[config.mk]
export PLATFORM = sky130hd
export DESIGN_NAME = buzzer_tone_gen_flat
export DESIGN_NICKNAME = d
export VERILOG_FILES = /design/src/rtl/buzzer_tone_gen_if.sv /design/src/rtl/buzzer_tone_gen.sv /design/src/flat_wrapper.sv
export SDC_FILE = /design/constraint.sdc
export NUM_CORES = 1
export LEC_CHECK = 0
export CAP_MARGIN = 20
export CORE_MARGIN = 4
export CORE_UTILIZATION = 40
export CTS_CLUSTER_DIAMETER = 200
export CTS_CLUSTER_SIZE = 16
export DETAILED_ROUTE_END_ITERATION = 6
export GPL_ROUTABILITY_DRIVEN = 0
export GPL_TIMING_DRIVEN = 0
export SYNTH_ARGS = -nofsm -noshare
export SYNTH_HDL_FRONTEND = slang
export SYNTH_SLANG_ARGS = --single-unit
[constraint.sdc]
create_clock -name clk_50MHz -period 6.9 [get_ports clk_50MHz]
set_clock_uncertainty 0.2 [all_clocks]
set_input_delay 1.38 -clock clk_50MHz [delete_from_list [all_inputs] [get_ports clk_50MHz]]
set_output_delay 1.38 -clock clk_50MHz [all_outputs]
set_load 0.02 [all_outputs]
[src/rtl/buzzer_tone_gen_if.sv]
// Key-level inputs and tone outputs of buzzer_tone_gen, bundled for port connection.
// The key driver is the master; the tone generator is the slave.
interface buzzer_tone_gen_if;
  logic       result_c4;
  logic       result_e4;
  logic       result_ab4;
  logic       result_c5;
  logic       buzzer;
  logic       playing;
  logic [1:0] note_idx;

  modport master (
    output result_c4, result_e4, result_ab4, result_c5,
    input  buzzer, playing, note_idx
  );

  modport slave (
    input  result_c4, result_e4, result_ab4, result_c5,
    output buzzer, playing, note_idx
  );
endinterface

[src/rtl/buzzer_tone_gen.sv]
// Piezo square-wave generator: highest held key (C5 > Ab4 > E4 > C4) sets the tone.
// Define NOTE_SUSTAIN_EN to compile in a SUSTAIN release tail of SUSTAIN_CYCLES cycles.
module buzzer_tone_gen #(
  parameter int HALF_C4        = 95556,
  parameter int HALF_E4        = 75843,
  parameter int HALF_AB4       = 60197,
  parameter int HALF_C5        = 47778,
  parameter int SUSTAIN_CYCLES = 5000000
) (
  input  logic             clk_50MHz,
  input  logic             reset_n,
  buzzer_tone_gen_if.slave bus
);

  if (HALF_C4 < 2 || HALF_C4 >= 2**17 || HALF_E4 < 2 || HALF_E4 >= 2**17 ||
      HALF_AB4 < 2 || HALF_AB4 >= 2**17 || HALF_C5 < 2 || HALF_C5 >= 2**17 ||
      SUSTAIN_CYCLES < 1 || SUSTAIN_CYCLES >= 2**23) begin : g_bad_params
    $error("buzzer_tone_gen: HALF_* must lie in [2, 2^17), SUSTAIN_CYCLES in [1, 2^23)");
  end

  typedef enum logic [1:0] {
    S_IDLE    = 2'b00,
    S_PLAY    = 2'b01,
    S_SUSTAIN = 2'b10
  } state_t;

  state_t      r_state, w_state_nxt;
  logic [3:0]  r_key_q;
  logic [16:0] r_cnt, w_cnt_nxt;
  logic        r_buzzer, w_buzzer_nxt;
  logic [1:0]  r_note, w_note_nxt;

  logic        w_any;
  logic [1:0]  w_req;
  logic [16:0] w_half;
  logic        w_tc;
  logic [16:0] w_step_cnt;
  logic        w_step_buzzer;
  logic [1:0]  w_step_note;

`ifdef NOTE_SUSTAIN_EN
  localparam logic [22:0] LP_SUS_LAST = 23'(SUSTAIN_CYCLES - 1);
  logic [22:0] r_sus_cnt, w_sus_nxt;
`endif

  assign w_any = |r_key_q;

  always_comb begin
    if (r_key_q[3])      w_req = 2'd3;
    else if (r_key_q[2]) w_req = 2'd2;
    else if (r_key_q[1]) w_req = 2'd1;
    else                 w_req = 2'd0;
  end

  always_comb begin
    case (r_note)
      2'd0:    w_half = 17'(HALF_C4);
      2'd1:    w_half = 17'(HALF_E4);
      2'd2:    w_half = 17'(HALF_AB4);
      default: w_half = 17'(HALF_C5);
    endcase
  end

  // A new note is only adopted at a toggle so no half-period is ever cut short.
  assign w_tc          = (r_cnt == w_half - 17'd1);
  assign w_step_cnt    = w_tc ? 17'd0 : r_cnt + 17'd1;
  assign w_step_buzzer = w_tc ? ~r_buzzer : r_buzzer;
  assign w_step_note   = (w_tc && w_any) ? w_req : r_note;

  always_comb begin
    w_state_nxt  = S_IDLE;
    w_cnt_nxt    = 17'd0;
    w_buzzer_nxt = 1'b0;
    w_note_nxt   = 2'd0;
`ifdef NOTE_SUSTAIN_EN
    w_sus_nxt    = 23'd0;
`endif
    case (r_state)
      S_IDLE: begin
        if (w_any) begin
          w_state_nxt  = S_PLAY;
          w_note_nxt   = w_req;
          w_buzzer_nxt = 1'b1;
        end
      end
      S_PLAY: begin
        if (w_any) begin
          w_state_nxt  = S_PLAY;
          w_cnt_nxt    = w_step_cnt;
          w_buzzer_nxt = w_step_buzzer;
          w_note_nxt   = w_step_note;
        end
`ifdef NOTE_SUSTAIN_EN
        else begin
          w_state_nxt  = S_SUSTAIN;
          w_cnt_nxt    = w_step_cnt;
          w_buzzer_nxt = w_step_buzzer;
          w_note_nxt   = w_step_note;
        end
`endif
      end
`ifdef NOTE_SUSTAIN_EN
      S_SUSTAIN: begin
        if (w_any) begin
          w_state_nxt  = S_PLAY;
          w_cnt_nxt    = w_step_cnt;
          w_buzzer_nxt = w_step_buzzer;
          w_note_nxt   = w_step_note;
        end else if (r_sus_cnt != LP_SUS_LAST) begin
          w_state_nxt  = S_SUSTAIN;
          w_cnt_nxt    = w_step_cnt;
          w_buzzer_nxt = w_step_buzzer;
          w_note_nxt   = w_step_note;
          w_sus_nxt    = r_sus_cnt + 23'd1;
        end
      end
`endif
      default: ;
    endcase
  end

  always_ff @(posedge clk_50MHz or negedge reset_n) begin
    if (!reset_n) begin
      r_state   <= S_IDLE;
      r_key_q   <= 4'd0;
      r_cnt     <= 17'd0;
      r_buzzer  <= 1'b0;
      r_note    <= 2'd0;
`ifdef NOTE_SUSTAIN_EN
      r_sus_cnt <= 23'd0;
`endif
    end else begin
      r_state   <= w_state_nxt;
      r_key_q   <= {bus.result_c5, bus.result_ab4, bus.result_e4, bus.result_c4};
      r_cnt     <= w_cnt_nxt;
      r_buzzer  <= w_buzzer_nxt;
      r_note    <= w_note_nxt;
`ifdef NOTE_SUSTAIN_EN
      r_sus_cnt <= w_sus_nxt;
`endif
    end
  end

  assign bus.buzzer   = r_buzzer;
  assign bus.playing  = (r_state == S_PLAY) || (r_state == S_SUSTAIN);
  assign bus.note_idx = r_note;

endmodule

[src/flat_wrapper.sv]
// flat-port wrapper written by rule: the top's interface ports become plain ports
module buzzer_tone_gen_flat 
#(
  parameter int HALF_C4        = 95556,
  parameter int HALF_E4        = 75843,
  parameter int HALF_AB4       = 60197,
  parameter int HALF_C5        = 47778,
  parameter int SUSTAIN_CYCLES = 5000000
)
  (clk_50MHz, reset_n, bus_result_c4, bus_result_e4, bus_result_ab4, bus_result_c5, bus_buzzer, bus_playing, bus_note_idx);
  buzzer_tone_gen_if bus_i ();
  input  logic clk_50MHz;
  input  logic reset_n;
  input wire logic [$bits(bus_i.result_c4)-1:0] bus_result_c4;
  input wire logic [$bits(bus_i.result_e4)-1:0] bus_result_e4;
  input wire logic [$bits(bus_i.result_ab4)-1:0] bus_result_ab4;
  input wire logic [$bits(bus_i.result_c5)-1:0] bus_result_c5;
  output wire logic [$bits(bus_i.buzzer)-1:0] bus_buzzer;
  output wire logic [$bits(bus_i.playing)-1:0] bus_playing;
  output wire logic [$bits(bus_i.note_idx)-1:0] bus_note_idx;
  assign bus_i.result_c4 = bus_result_c4;
  assign bus_i.result_e4 = bus_result_e4;
  assign bus_i.result_ab4 = bus_result_ab4;
  assign bus_i.result_c5 = bus_result_c5;
  assign bus_buzzer = bus_i.buzzer;
  assign bus_playing = bus_i.playing;
  assign bus_note_idx = bus_i.note_idx;
  buzzer_tone_gen #(.HALF_C4(HALF_C4), .HALF_E4(HALF_E4), .HALF_AB4(HALF_AB4), .HALF_C5(HALF_C5), .SUSTAIN_CYCLES(SUSTAIN_CYCLES)) u_core (.clk_50MHz(clk_50MHz), .reset_n(reset_n), .bus(bus_i));
endmodule
==> results summary <==
The run finished with clean final reports. The number of hold-repair buffers added at the cts stage is 0. For this block, the via count after detailed routing is between 900 and 1,000. The launching element of the worst setup path is u_core.bus.note_idx[0]$_DFFE_PN0P_. dfrtp_1 takes more of the synthesized area than any other cell. The worst setup path is captured at an output pin. The number of buffer and inverter stages on the critical path came out at 1.

The worst-case vdd ir drop is 168 uV. The critical path goes through clkdlybuf4s50_1. The maximum root-to-sink buffer count came out at 2. The minimum period implied by the final worst setup slack came out at around 3.0 ns. The worst hold path belongs to the class reg2reg. The first global-routing pass estimated 4.44 mm of wire. The number of cells produced by synthesis is between 100 and 150. The fraction of synthesized area in multiplexers came out at between 2 and 3%.

In this run the biggest area consumer among cell types represents a little under half of the synthesized area. The overall overflow remaining after global route is 0. Measured along the y axis, the die boundary spans 66.8 um.

In the final layout, the share of cells above drive strength 1 is between 7 and 8%. The arrival time of the worst setup path is 1.46 ns. The highest clock rate came out at between 0.3 and 0.4 GHz. The share of the yosys chip area belonging to registers came out at 45.2%. Summed over all failing endpoints, the final setup total negative slack is 0 ns.

The simple logic cell fraction of the synthesized area is 24.2%. The wire-length estimate of the detail-placed layout is approximately 1.9 mm. Data on the critical path is required at its endpoint by roughly 5.3 ns. On the critical path the largest part of the delay comes from buffers and inverters. The final count of pins violating max slew was 0. The complex-gate fraction of the synthesized area came out at ~4.3%.

The post-synthesis sequential element count is 25. Along the worst path, the maximum fanout reaches 7. The total nets after synthesis came out at around 150.

The critical path's largest stage delay came out at between 0.6 and 0.7 ns. The total wirelength of the detailed-routed design came out at approximately 2.5 mm. In the synthesized netlist, the cells that appear most often are dfrtp_1 (25), nor2_1 (23), nand2_1 (13). The critical-path cell with the highest stage delay is clkdlybuf4s50_1. The average routed wire per standard cell came out at between 10 and 15 um. The global-route total usage across every layer came out at between 10% and 20%. The top-level I/O count came out at 10.

The later-pin clock latency in the skew report came out at 0.32 ns. For this run, design rule violations remaining after detail routing come to 0. The post-synthesis to final-layout area growth is 13.7%. The total of cells resized after clock tree synthesis came out at 0. The buffer type at the clock tree root is clkbuf_4. The count of nets after finishing came out at between 150 and 200. The post-route worst hold slack came out at approximately 0.33 ns. The number of synthesis warnings came out at 0. The dominant combinational cell family by area after synthesis is simple AND/OR/NAND/NOR gates. The share of flip-flops with an asynchronous set or reset is 100%. The share of synthesized cell area in full adder, half adder and majority cells came out at under 10%. Dividing the detail-routed via count by the number of cells gives a little under 5. The post-synthesis area per instance is between 10 and 15 sq um. The count of max-cap constraint violations came out at 0. Dividing total power by cell area gives a power density of about 240 mW/mm^2. Setup repair after global routing left no endpoint under its margin.

Measured along the x axis, the die boundary spans 66.8 um. The predominant post-synthesis flop cell is dfrtp_1. The starting density of the core is between 40% and 50%. The area enclosed by the die boundary is around 0.0045 sq mm.

The final number of setup-violating endpoints came out at 0. After clock tree synthesis, the clock-pin slew on the worst setup and hold paths is 0.13 ns. The worst hold path begins at u_core.r_cnt[0]$_DFF_PN0_.

Port buffering added 9 buffers. The cell with the most instances after synthesis is dfrtp_1. Yosys mapped a number of flops with a built-in enable equal to 0. The detailed-router iteration count before antenna repair came out at 4. By area the synthesized netlist is led by dfrtp_1 (45%), ha_1 (7.2%), xnor2_1 (7.0%). The diode insertion count for antenna repair came out at 0.

The maximum level of the CTS H-tree came out at 1. The number of global-route vias before repair was 964. Counting distinct cell types in the post-synthesis netlist gives 31. The setup path with the least slack is of type reg2out. The total number of placement rows came out at 21. The number of sinks driven by the clock tree came out at 25. The worst setup path is launched from a flip-flop. The clock tree from TritonCTS is yes. The worst-case headroom to the max-slew limit came out at between 50% and 60%. The count of endpoints failing hold in the final timing report is 0.

In this run the critical register-to-register path is launched from u_core.bus.note_idx[0]$_DFFE_PN0P_. The remaining antenna violation count came out at 0. For this design the static power due to leakage is approximately 0.73 nW. The number of CTS-inserted buffers is 3. For the pin with the worst max-slew slack, the measured transition is about 0.60 ns. The post-CTS setup buffer count came out at 0. The core outline area is around 0.0033 sq mm. The cell area after technology mapping is 0.00139 sq mm. The period utilization came out at 44.0%. The number of design-rule violations left by the first detailed-router iteration came out at 35. Entering global routing, the biggest net connects 26 pins. After Yosys synthesis, XOR and XNOR cells account for roughly 14% of the synthesized area. The initial antenna violation count is 0.
==> flip-flops by register name (all words and copies together), names as in the netlist <==
register / count
u_core.bus.buzzer: 1
u_core.bus.note_idx: 2
u_core.r_cnt: 17
u_core.r_state: 1
u_core.r_key_q: 4
==> worst paths after layout <==
kind | to | slack (ns) | depth (start not counted)
worst max-delay path | bus_note_idx[0] | 3.86 | 1
worst min-delay path | u_core.r_cnt[0]$_DFF_PN0_ | 0.33 | 1
worst max register to register | u_core.r_cnt[8]$_DFF_PN0_ | 4.15 | 9
worst min register to register | u_core.r_cnt[0]$_DFF_PN0_ | 0.33 | 1
max in group asynchronous | u_core.r_key_q[3]$_DFF_PN0_ | 4.79 | 2
min in group asynchronous | u_core.r_cnt[16]$_DFF_PN0_ | 1.23 | 1
==> stage by stage <==
stage / total power [W] / instance area, sq um / util, % / worst slack [ns] / std cells
after floorplan: 0.000278 / 1390 / - / 4.29 / 138
after global placement: 0.000309 / 1530 / 45.9 / 4.02 / 193
after detailed placement: 0.000313 / 1530 / 45.9 / 3.95 / 193
after CTS: 0.000380 / 1560 / 46.8 / 3.84 / 197
after global routing: 0.000406 / 1580 / 47.2 / 3.77 / 198
final: 0.000375 / 1580 / 47.2 / 3.86 / 198
==> cells in the final DEF (no fill, tap or decap), types with 2 or more instances in the layout <==
cell and instances:
xnor2_1 11, clkbuf_4 3, clkdlybuf4s50_1 9, dfrtp_1 25
nor2b_1 2, ha_1 8, nand3_1 6, nor2_1 23
nand2_1 13, xor2_1 11, mux2i_1 3, nor3_1 4
a21oi_1 2, and3_1 7, inv_1 5
==> area by class of cell <==
cell class                      instances  area (sq um)
Fill cell                             325          1760
Clock inverter                          1          5.00
Multi-Input combinational cell        107           729
Inverter                                5          18.8
Sequential cell                        25           626
Timing Repair Buffer                   10           105
Buffer                                  1          11.3
Tap cell                               46          57.6
Clock buffer                            3          22.5
==> power by group <==
| group | switching, W | internal [W] |
|---|---|---|
| Clock | 0.0000424 | 0.0000217 |
| Sequential | 0.0000263 | 0.000164 |
| Combinational | 0.0000599 | 0.0000607 |
| Total | 0.000129 | 0.000246 |
==> kinds of logic (layout without fill, tap and decap cells) <==
kind of cell,after synthesis,count (layout)
simple gates,65,65
flops,25,25
xor+xnor,22,22
fa+ha+maj,8,8
compound gates,8,8
buf+inv,6,20
mux,4,4
==> per-layer routing <==
layer	global-route usage, %	routed length, um
met2	21.4	1180
met4	4.57	23
met3	4.22	72
met5	0	0
met1	17.6	1250
Note: power is estimated with default switching activity, not from simulation.
